==> src/rtl/regfile_dump.sv <==
// regfile_dump: walks a wrapping register range through a read port and streams each value over valid/ready
module regfile_dump #(
  parameter int NUM_REGS = 32,
  parameter int ADDR_W = $clog2(NUM_REGS),
  parameter int DATA_W = 32
) (
  input  logic              clk,
  input  logic              rst,
  input  logic              start,
  input  logic [ADDR_W-1:0] first_idx,
  input  logic [ADDR_W-1:0] last_idx,
  input  logic              abort,
  output logic [ADDR_W-1:0] rf_addr,
  input  logic [DATA_W-1:0] rf_data,
  output logic              dump_valid,
  input  logic              dump_ready,
  output logic [DATA_W-1:0] dump_data,
  output logic [ADDR_W-1:0] dump_idx,
  output logic              dump_last,
  output logic              busy,
  output logic              done
);
  typedef enum logic [1:0] {IDLE, FETCH, SEND, DONE} state_t;
  state_t state, nxt;
  logic [ADDR_W-1:0] idx, last_r;
  logic hs;
  assign hs = dump_valid && dump_ready;
  assign rf_addr = idx;
  assign busy = (state == FETCH) || (state == SEND);
  assign done = state == DONE;
  always_ff @(posedge clk)
    state <= rst ? IDLE : nxt;
  always_comb begin
    nxt = (state == IDLE) ? (start ? FETCH : IDLE) :
          (state == DONE) ? IDLE :
          abort ? IDLE :
          (state == FETCH) ? SEND :
          hs ? (dump_last ? DONE : FETCH) : SEND;
  end
  always_ff @(posedge clk) begin
    if (rst) begin
      idx <= '0;
      last_r <= '0;
      dump_valid <= 1'b0;
      dump_data <= '0;
      dump_idx <= '0;
      dump_last <= 1'b0;
    end else begin
      if (state == IDLE && start) begin
        idx <= first_idx;
        last_r <= last_idx;
      end
      if (state == FETCH && !abort) begin
        dump_data <= (idx == '0) ? '0 : rf_data;
        dump_idx <= idx;
        dump_last <= idx == last_r;
        dump_valid <= 1'b1;
      end
      if (state == SEND && (abort || hs)) dump_valid <= 1'b0;
      if (state == SEND && !abort && hs && !dump_last) idx <= idx + 1'b1;
    end
  end
endmodule

==> config.mk <==
export PLATFORM = sky130hd
export DESIGN_NAME = regfile_dump
export DESIGN_NICKNAME = d
export VERILOG_FILES = /design/src/rtl/regfile_dump.sv
export SDC_FILE = /design/constraint.sdc
export NUM_CORES = 1
export LEC_CHECK = 0
export CORE_MARGIN = 2
export CORE_UTILIZATION = 30
export DETAILED_ROUTE_END_ITERATION = 8
export GPL_ROUTABILITY_DRIVEN = 0
export SETUP_SLACK_MARGIN = 0.1
export SYNTH_ARGS = -nofsm -noshare
export SYNTH_HDL_FRONTEND = slang
export SYNTH_SLANG_ARGS = --single-unit
==> constraint.sdc <==
create_clock -name clk -period 2.5 [get_ports clk]
set_input_delay 0.5 -clock clk [delete_from_list [all_inputs] [get_ports clk]]
set_output_delay 0.5 -clock clk [all_outputs]
set_load 0.01 [all_outputs]
### Word-level counts from Yosys, hierarchy flattened

Index checks and enable logic that the tools add are counted.

* $add $sub $neg: 1
* equal/unequal tests: 4
* mux-type cells: 10
* reductions and logical operators: 15

Operators by type and width (number)
* $mux 32: 1
* $mux 2: 6
* $mux 5: 2
* $logic_and 1x1->1: 7
* $add 5x1->5 const B: 1
* $eq 5x5->1: 1
* $logic_not 5->1: 1
* $eq 2x2->1 const B: 2
* $eq 2x1->1 const B: 1
* $logic_not 1->1: 2
* $logic_not 2->1: 1
* $logic_or 1x1->1: 2
* $reduce_bool 2->1: 1
* $reduce_or 2->1: 1
* $mux 1: 1

* register bits: 51
* bits of input ports: 47
* logic and storage cells: 37

### Longest topological paths before layout

* word-level depth: 6
* gate-level depth with buffers: 7
* gate-level depth less buffers: 6

### Worst setup path after synthesis

OpenSTA, ideal clock, no wires.

* path kind: reg-to-reg
* start: register idx[0], in the netlist rf_addr[0]
* end: register dump_data[10]
* arrival time: 1.385 ns
* data required time: 2.435 ns
* setup slack: 1.050 ns
* cell stages (with the launch flop): 8
* period minus slack after synthesis: 1.450 ns
* path through: dfxtp_1 inv_1 ha_1 nor4b_4 nor2_2 buf_6 a22oi_1 nor2_1

* cells in the longest elaborated chain, start to end: 2

RTL lines
* start, declared: RTL line 25 `logic [ADDR_W-1:0] idx, last_r;`
* start signal, assigned: RTL line 50 `idx <= first_idx;`
* start signal, assigned: RTL line 60 `if (state == SEND && !abort && hs && !dump_last) idx <= idx + 1'b1;`
* $logic_not 5->1: RTL line 54 `dump_data <= (idx == '0) ? '0 : rf_data;`
* $mux 32: RTL line 54
* end signal, assigned: RTL line 54
* end, declared: RTL line 17 `output logic [DATA_W-1:0] dump_data,`

No other way between the ends.
A chain may end at the register's enable or synchronous reset.

### Worst setup path after layout

* start: register state[0]
* end: output port busy

* cells in the longest elaborated chain, start to end: 2

RTL lines
* start, declared: RTL line 24 `state_t state, nxt;`
* start signal, assigned: RTL line 32 `state <= rst ? IDLE : nxt;`
* $eq 2x1->1 / $eq 2x2->1 (equally long branches): RTL line 29 `assign busy = (state == FETCH) || (state == SEND);`
* $logic_or 1x1->1 *: RTL line 29
* end, declared: RTL line 20 `output logic busy,`

Mark *: on every way between the ends. The rest lies on a longest branch, timed or not.

==> metrics.txt <==
status=complete, no violations; footprint of the multi-input gates=956 um2; worst skew pair latency=0.29 ns; CP Launch Type=register; Die W=87.5 um; vias in the first global route=1,795; wire length per cell=13.3 um; Final HPWL DP=3.73 mm; final WL=5.25 mm; Setup CP Type=reg2out; Antenna Nets Post-Route=0; vias per cell=4.81; endpoints failing hold=0; Setup TNS=0 ns; CTS buffer count=5; Layout Cells excl Fill=394; peak supply drop=0.252 mV; via count=1,894; Root Buffer=clkbuf_8; Tot Pwr=1.62 mW; number of max-cap violations=0; Crit Reg-Reg Startpoint=rf_addr[0]; Die H=87.5 um; antenna violations before repair=0; most common cell after layout, fill and taps aside=clkdlybuf4s50_1; CTS tree=done; Worst R2R End=dump_data[16]; fmax=481 MHz; Min-Delay Path Depth=2; slew margin rel.=0.650; core box area=6760 um2; mean post-synth cell area=9.29 um2; Hold Buf Count CTS=0; row count=30; first-pass iteration count of the detailed router=5; diode count=0; sequential cell area=1020 um2; endpoints failing setup=0; Clk pin slew, worst setup/hold paths=0.09 ns; I/O Pins=93; Die Area=7650 um2; Area Growth Syn to Fin=50.2%; Gates resized, CTS repair=0; synthesized flop and latch total=51; most frequent cells in the layout=91 x clkdlybuf4s50_1, 51 x dfxtp_1, 39 x nor2_1; synth unique cells=33; Period minus WS final=2.08 ns; Pwr Density=517 nW/um2; # fillers=682; Leakage=1.15 nW; CP Launch Point=state[0]; Clock Skew=0.00846 ns; CTS H-tree depth=2; crit path max fanout=3; GRT Overall Usage=0.138; Mapped Cells=225; layout cell share with drive strength beyond 1=0.0828; Starting Density=0.309; R2R Setup Slk=0.82 ns; register area share after synthesis=0.489; Hold Path Sink=dump_idx[4]; Sinks on Clock Net=51; Worst Setup End Kind=primary output; Ys Warns=0; worst path arrival time=1.58 ns; DR iter-0 viols=81; min-delay worst type=reg2reg; Slew Limit Fails=0; Port Buffers=92; CTS max path bufs=2; RSZ-0062 raised after global routing=false; Final #Nets=366; Worst Tran Pin Value=0.526 ns; Syn Nets=278; largest net degree at the start of global routing=33; required time worst endpoint=2.00 ns; DRC viols=0; Placed Cells=386; Post-Syn Area=2090 um2; grt total ovfl=0; Final Cycle Share=0.831; global-route wire length before repair=8.43 mm; R2R cell count=7; Hold Crit Start=dump_idx[4]; post-CTS setup buffers=0
-- cells in the mapped netlist --
master / count / share of area
dfxtp_1: 51 / 0.49
nor2_1: 39 / 0.070
a22oi_1: 30 / 0.11
nand2_1: 26 / 0.047
a21oi_1: 16 / 0.038
clkbuf_1: 9 / 0.016
ha_1: 6 / 0.036
buf_6: 5 / 0.027
a22oi_2: 4 / 0.024
inv_1: 4 / 0.0072
nand3_1: 3 / 0.0072
nor2b_1: 3 / 0.0090
o21ai_0: 3 / 0.0072
xnor2_1: 3 / 0.013
and3_1: 2 / 0.0060
nor3_1: 2 / 0.0048
o21ai_2: 2 / 0.0084
xor2_1: 2 / 0.0084
a21oi_2: 1 / 0.0042
a221oi_2: 1 / 0.0072
a311oi_1: 1 / 0.0042
a31oi_1: 1 / 0.0030
and2_1: 1 / 0.0030
and2_4: 1 / 0.0042
and4bb_4: 1 / 0.0078
buf_4: 1 / 0.0036
nand2_4: 1 / 0.0054
nand2b_4: 1 / 0.0066
nand4_1: 1 / 0.0030
nor2_2: 1 / 0.0030
nor4b_4: 1 / 0.011
o211ai_1: 1 / 0.0036
o311a_1: 1 / 0.0048
-- per-stage QoR --
step | hold slack (ns) | worst slack [ns] | instance area (um2) | utilization
after floorplan | 0.448 | 1.05 | 2090 | -
after global placement | 0.442 | 0.435 | 3040 | 0.450
after detailed placement | 0.446 | 0.401 | 3040 | 0.450
after CTS | 0.459 | 0.399 | 3140 | 0.464
after global routing | 0.478 | 0.336 | 3140 | 0.464
final | 0.456 | 0.422 | 3140 | 0.464
-- cell type report --
cell class                 instances  share of cell area
sequential                        51               0.325
inverter                           4             0.00478
multi-input combinational        155               0.305
tap                               80              0.0319
timing repair buffer              96               0.301
clock buffer                       8              0.0319
-- kinds of logic after synthesis --
| logic type | Yosys count | share of synthesized area |
|---|---|---|
| XOR/XNOR | 5 | 0.0210 |
| flip-flops | 51 | 0.489 |
| adder cells (fa/ha/maj) | 6 | 0.0359 |
| buffers and inverters | 19 | 0.0539 |
| AO/OA/AOI/OAI | 61 | 0.213 |
| AND/OR/NAND/NOR | 83 | 0.188 |
-- worst max path at each step --
stage | to | slack, ns | depth (start not counted)
detailed placement | dump_last | 0.40 | 6
floorplan | dump_data[10] | 1.05 | 7
CTS | busy | 0.40 | 3
finish | busy | 0.42 | 3
global placement | dump_last | 0.43 | 6
global route | busy | 0.34 | 3
-- critical path, cell delays in order, from the launching register on --
cell and delay, ns:
dfxtp_1 0.37, inv_1 0.08, ha_1 0.31, clkdlybuf4s50_1 0.54
-- registers in the layout (all words and copies together) (netlist names) --
name,flops
dump_data,32
last_r,5
dump_valid,1
state,2
dump_idx,5
dump_last,1
rf_addr,5
-- report_power, final --
part | internal, mW | switching, mW
clock | 0.253 | 0.255
combinational | 0.145 | 0.102
sequential | 0.839 | 0.0278
total | 1.24 | 0.385
-- layer usage --
| layer | vias to the layer above | wire length, um | track usage |
|---|---|---|---|
| met5 | - | 0 | 0 |
| met4 | 0 | 44 | 0.0378 |
| met3 | 5 | 364 | 0.0436 |
| met2 | 62 | 2490 | 0.219 |
| met1 | 871 | 2350 | 0.181 |
| li1 | 956 | - | - |
No activity file was read; power rests on OpenSTA's default activity.
